**src/rtl/ac_match_reporter.sv**
```systemverilog
// Aho-Corasick match reporter: maps each automaton state to a pattern mask and
// serialises every set bit into a {id, pos} record in a FWFT FIFO. Optional
// MATCH_STATE output is enabled with `define AC_MATCH_STATE_OUT_EN.
module ac_match_reporter #(
  parameter int STATE_W    = 8,
  parameter int DEPTH      = 32,
  parameter int NPAT       = 8,
  parameter int POS_W      = 16,
  parameter int FIFO_DEPTH = 8,
  // Contents of output_mask_output.txt, flattened: entry 0 in the LSBs.
  parameter logic [DEPTH*NPAT-1:0] TABLE_INIT = '0
) (
  input  logic                     CLK,
  input  logic                     RST,
  input  logic                     EN,
  input  logic [STATE_W-1:0]       STATE_IN,
  input  logic                     STATE_VLD,
  output logic                     STATE_RDY,
  output logic                     MATCH_VLD,
  input  logic                     MATCH_RDY,
  output logic [$clog2(NPAT)-1:0]  MATCH_ID,
  output logic [POS_W-1:0]         MATCH_POS,
`ifdef AC_MATCH_STATE_OUT_EN
  output logic [STATE_W-1:0]       MATCH_STATE,
`endif
  output logic [POS_W-1:0]         MATCH_COUNT,
  output logic                     OVERFLOW,
  output logic                     BUSY
);

  localparam int ID_W  = $clog2(NPAT);
  localparam int AW    = $clog2(FIFO_DEPTH);
  localparam int IDX_W = (DEPTH > 1) ? $clog2(DEPTH) : 1;
  localparam logic [POS_W-1:0] CNT_MAX = '1;
`ifdef AC_MATCH_STATE_OUT_EN
  localparam int REC_W = STATE_W + ID_W + POS_W;
`else
  localparam int REC_W = ID_W + POS_W;
`endif

  typedef enum logic {IDLE, SCAN} fsm_t;

  logic [NPAT-1:0]    rom [DEPTH];
  logic [REC_W-1:0]   fifo_mem [FIFO_DEPTH];

  fsm_t               state_q, state_d;
  logic [NPAT-1:0]    mask_q, mask_d;
  logic [POS_W-1:0]   pos_q, pos_d;
  logic [POS_W-1:0]   poscnt_q, poscnt_d;
  logic [POS_W-1:0]   cnt_q, cnt_d;
  logic               ovf_q, ovf_d;
  logic [AW:0]        wr_q, wr_d, rd_q, rd_d;
`ifdef AC_MATCH_STATE_OUT_EN
  logic [STATE_W-1:0] st_q, st_d;
`endif

  logic               in_range, empty, full, pop, push, accept, last_bit;
  logic [NPAT-1:0]    rom_mask;
  logic [ID_W-1:0]    low_id;
  logic [REC_W-1:0]   push_rec, head_rec;

  for (genvar g = 0; g < DEPTH; g++) begin : g_rom
    assign rom[g] = TABLE_INIT[g*NPAT +: NPAT];
  end

  always_comb begin
    in_range = (32'(STATE_IN) < DEPTH);
    rom_mask = in_range ? rom[STATE_IN[IDX_W-1:0]] : '0;
  end

  // Lowest set bit wins so records leave in ascending pattern-id order.
  always_comb begin
    low_id = '0;
    for (int i = NPAT - 1; i >= 0; i--) begin
      if (mask_q[i]) low_id = ID_W'(i);
    end
  end

  assign empty    = (wr_q == rd_q);
  assign full     = (wr_q[AW-1:0] == rd_q[AW-1:0]) && (wr_q[AW] != rd_q[AW]);
  assign pop      = ~empty & MATCH_RDY;
  assign push     = (state_q == SCAN) & EN & (~full | pop);
  assign accept   = STATE_VLD & STATE_RDY;
  assign last_bit = ((mask_q & (mask_q - 1'b1)) == '0);

`ifdef AC_MATCH_STATE_OUT_EN
  assign push_rec = {st_q, low_id, pos_q};
`else
  assign push_rec = {low_id, pos_q};
`endif
  assign head_rec = fifo_mem[rd_q[AW-1:0]];

  always_comb begin
    state_d  = state_q;
    mask_d   = mask_q;
    pos_d    = pos_q;
    poscnt_d = poscnt_q;
    cnt_d    = cnt_q;
    ovf_d    = ovf_q;
    wr_d     = wr_q;
    rd_d     = rd_q;
`ifdef AC_MATCH_STATE_OUT_EN
    st_d     = st_q;
`endif
    if (accept) begin
      pos_d    = poscnt_q;
      mask_d   = rom_mask;
      poscnt_d = poscnt_q + 1'b1;
      state_d  = (rom_mask != '0) ? SCAN : IDLE;
`ifdef AC_MATCH_STATE_OUT_EN
      st_d     = STATE_IN;
`endif
    end
    if (push) begin
      mask_d = mask_q & (mask_q - 1'b1);
      if (last_bit) state_d = IDLE;
      wr_d = wr_q + 1'b1;
      if (cnt_q != CNT_MAX) cnt_d = cnt_q + 1'b1;
      if (cnt_q == CNT_MAX - 1'b1) ovf_d = 1'b1;
    end
    if (pop) rd_d = rd_q + 1'b1;
  end

  always_ff @(posedge CLK) begin
    if (RST) begin
      state_q  <= IDLE;
      poscnt_q <= '0;
      cnt_q    <= '0;
      ovf_q    <= 1'b0;
      wr_q     <= '0;
      rd_q     <= '0;
    end else begin
      state_q  <= state_d;
      poscnt_q <= poscnt_d;
      cnt_q    <= cnt_d;
      ovf_q    <= ovf_d;
      wr_q     <= wr_d;
      rd_q     <= rd_d;
    end
  end

  // Data path: qualified by the FSM and FIFO pointers, so no reset needed.
  always_ff @(posedge CLK) begin
    mask_q <= mask_d;
    pos_q  <= pos_d;
`ifdef AC_MATCH_STATE_OUT_EN
    st_q   <= st_d;
`endif
    if (push) fifo_mem[wr_q[AW-1:0]] <= push_rec;
  end

  assign STATE_RDY   = EN & (state_q == IDLE);
  assign MATCH_VLD   = ~empty;
  assign MATCH_ID    = empty ? '0 : head_rec[POS_W +: ID_W];
  assign MATCH_POS   = empty ? '0 : head_rec[POS_W-1:0];
`ifdef AC_MATCH_STATE_OUT_EN
  assign MATCH_STATE = empty ? '0 : head_rec[REC_W-1 -: STATE_W];
`endif
  assign MATCH_COUNT = cnt_q;
  assign OVERFLOW    = ovf_q;
  assign BUSY        = (state_q == SCAN) | ~empty;

endmodule

```
**config.mk**
```make
export PLATFORM = sky130hd
export DESIGN_NAME = ac_match_reporter
export DESIGN_NICKNAME = d
export VERILOG_FILES = /design/src/rtl/ac_match_reporter.sv
export SDC_FILE = /design/constraint.sdc
export NUM_CORES = 1
export LEC_CHECK = 0
export BUFFER_PORTS_ARGS = -buffer_cell sky130_fd_sc_hd__clkbuf_2
export CAP_MARGIN = 20
export CORE_MARGIN = 4
export CORE_UTILIZATION = 36
export CTS_CLUSTER_DIAMETER = 50
export DETAILED_ROUTE_END_ITERATION = 7
export PLACE_DENSITY = 0.84
export SKIP_LAST_GASP = 1
export SLEW_MARGIN = 20
export SYNTH_ARGS = -nofsm -noshare
export SYNTH_HDL_FRONTEND = slang
export SYNTH_SLANG_ARGS = --single-unit
```
**constraint.sdc**
```tcl
create_clock -name CLK -period 3.37 [get_ports CLK]
set_clock_uncertainty 0.1 [all_clocks]
set_input_delay 0.674 -clock CLK [delete_from_list [all_inputs] [get_ports CLK]]
set_output_delay 0.674 -clock CLK [all_outputs]
set_load 0.01 [all_outputs]
```
==> flow_metrics.env <==
export IMPL_outcome="finished, final reports clean"
export IMPL_crit_chain="inv_1, ha_1, or3b_4, clkbuf_2"
export IMPL_num_io_pins=52
export IMPL_start_kind="flop"
export IMPL_detail_route_antenna_nets=0
export IMPL_critPathTopFamily="simple AND/OR/NAND/NOR gates"
export IMPL_finalHoldViolCount=0
export IMPL_vias=263
export IMPL_routed_wl_um=610
export IMPL_drive_gt1_share_pct=15.2
export IMPL_regArea_um2=80.1
export IMPL_largest_register="rd_q"
export IMPL_dieArea_um2=2060
export IMPL_slew_viol_final=0
export IMPL_grtUsageTotal_pct=5.82
export IMPL_routed_via_density=3.25
export IMPL_yosysUniqueCellTypes=18
export IMPL_grt_pass1_wl_um=800
export IMPL_synth_top_area_share_pct=56.7
export IMPL_area_growth_pct=-18.4
export IMPL_cts_sinks=4
export IMPL_portBuffers=4
export IMPL_cp_data_arrival_time_ns=1.35
export IMPL_min_path_type="reg -> reg"
export IMPL_rsz0062_at_grt="no"
export IMPL_grt_max_degree=7
export IMPL_critPathKind="reg -> out"
export IMPL_worst_setup_path_end_kind="output pin"
export IMPL_core_region_area_um2=1300
export IMPL_cts_buffers=3
export IMPL_cp_data_required_time_ns=2.60
export IMPL_multiInputGateArea_um2=262
export IMPL_leakage_nw=0.228
export IMPL_antenna_found_initial=0
export IMPL_p_per_area_nw_per_um2=315
export IMPL_netlist_instances=62
export IMPL_synth_seq_area_share_pct=15.9
export IMPL_first_iter_violations=1
export IMPL_ys_top_cells_by_area="buf_4, dfxtp_1, ha_1"
export IMPL_die_w_um=45.4
export IMPL_fin_crit_sh_pct=63.0
export IMPL_setup_tns_ns=0
export IMPL_combPwrFrac_pct=16.8
export IMPL_cpPeakStageDelay_ns=0.41
export IMPL_diodes=0
export IMPL_yosys_cell_count_top_type="buf_4"
export IMPL_cp_slowest_cell="or3b_4"
export IMPL_wire_per_inst_um=7.53
export IMPL_p_int_mw=0.0888
export IMPL_p_seq_share_pct=36.8
export IMPL_start_util_pct=38.7
export IMPL_avgSynthCellArea_um2=8.11
export IMPL_pwr_share_clk_pct=46.4
export IMPL_cts_resized=0
export IMPL_grt_ovfl_total=0
export IMPL_rows=13
export IMPL_p_sw_share_pct=31.4
export IMPL_p_sw_mw=0.0406
export IMPL_cts_clk_slew_worst_paths_ns=0.04
export IMPL_synth_main_ff_cell="dfxtp_1"
export IMPL_ys_top_cells_by_count="buf_4, dfxtp_1"
export IMPL_post_cts_setup_buffers=0
export IMPL_synth_top_cell_by_area="buf_4"
export IMPL_dp_hpwl_um=535
export IMPL_first_pass_iters=3
export IMPL_async_flop_share_pct=0
export IMPL_path_max_fanout=6
export IMPL_largestRegisters="rd_q x4"
export IMPL_ys_warn_count=0
export IMPL_largest_reg_flops=4
export IMPL_root_buffer="clkbuf_4"
export IMPL_setup_viol=0
export IMPL_die_h_um=45.4
export IMPL_postCtsHoldBufs=0
export IMPL_drc=0
export IMPL_gp_congestion=0.734
export IMPL_finalCriticalPeriod_ns=2.12
export IMPL_htreeDepth=1
export IMPL_nets=83
export IMPL_cts_tree="built"
export IMPL_maxCapViolCount=0
export IMPL_synth_edf_count=0
export IMPL_whs_ns=0.386
export IMPL_crit_buf_inv=2
export IMPL_clock_latency_ns=0.23
export IMPL_ys_ff_latch=4
export IMPL_synthesis_area_um2=503
export IMPL_max_vdd_ir_drop_mv=0.0901
export IMPL_n_fill_cell=146
export IMPL_first_global_vias=211
export IMPL_cts_max_path_buffers=2
export IMPL_maxClockFrequency_mhz=471
[tightest hold or removal path, cell delays in order, from the launching register on]
cell     delay [ns]
dfxtp_1        0.32
nand2_1        0.06
a21oi_1        0.05
[stage by stage]
step | worst slack (ns) | instance area [um^2] | power, mW | cells | util (%)
floorplan | 1.53 | 634 | 0.0986 | 97 | -
global placement | 1.52 | 388 | 0.0687 | 78 | 29.8
detailed placement | 1.50 | 388 | 0.0688 | 78 | 29.8
CTS | 1.24 | 410 | 0.131 | 81 | 31.5
global route | 1.18 | 410 | 0.137 | 81 | 31.5
finish | 1.25 | 410 | 0.129 | 81 | 31.5
[power by group through the flow]
stage	clock network, mW	logic (mW)	registers (mW)
detailed placement	0	0.0205	0.0483
floorplan	0	0.0502	0.0483
global route	0.0648	0.0243	0.0475
CTS	0.0631	0.0205	0.0476
global placement	0	0.0204	0.0483
finish	0.0601	0.0217	0.0476
[cell families after synthesis]
group	share of synthesized area, %
DFF	15.9
adders and majority gates	4.97
xor gates and xnor gates	1.74
AOI/OAI and AO/OA	4.48
and+or+nand+nor	13.9
buffers and inverters	58.2
other	0.746
[placed cells by master, fill, tap and decap left out, types with 2 or more instances in the layout]
cell / Yosys / final
clkbuf_2: 0 / 4
conb_1: 1 / 36
inv_1: 2 / 2
dfxtp_1: 4 / 4
nor2_1: 2 / 2
clkbuf_4: 0 / 3
ha_1: 2 / 2
nand2_1: 2 / 2
[metal layers]
metal / vias to the layer above / track usage, % / share of wire (%)
met4: 0 / 7.02 / 0
met3: 0 / 2.37 / 12
li1: 130 / - / -
met2: 17 / 8.91 / 52
met1: 116 / 5.25 / 36
met5: - / 0 / 0
[layout make-up]
cell class                 instances  area share (%)
clock buffer                       3            5.49
inverter                           2            1.83
multi-input combinational         53            63.7
sequential                         4            19.5
tap                               15            4.57
timing repair buffer               4            4.88
[path summary, 6_finish.rpt]
path,end,startpoint,slack (ns),cells after the start
worst max-delay path,MATCH_VLD,rd_q[1],1.25,4
worst min-delay path,rd_q[2],rd_q[2],0.39,2
worst max register to register,rd_q[2],rd_q[0],1.84,5
worst min register to register,rd_q[2],rd_q[2],0.39,2
(Power assumes the default switching activity.)
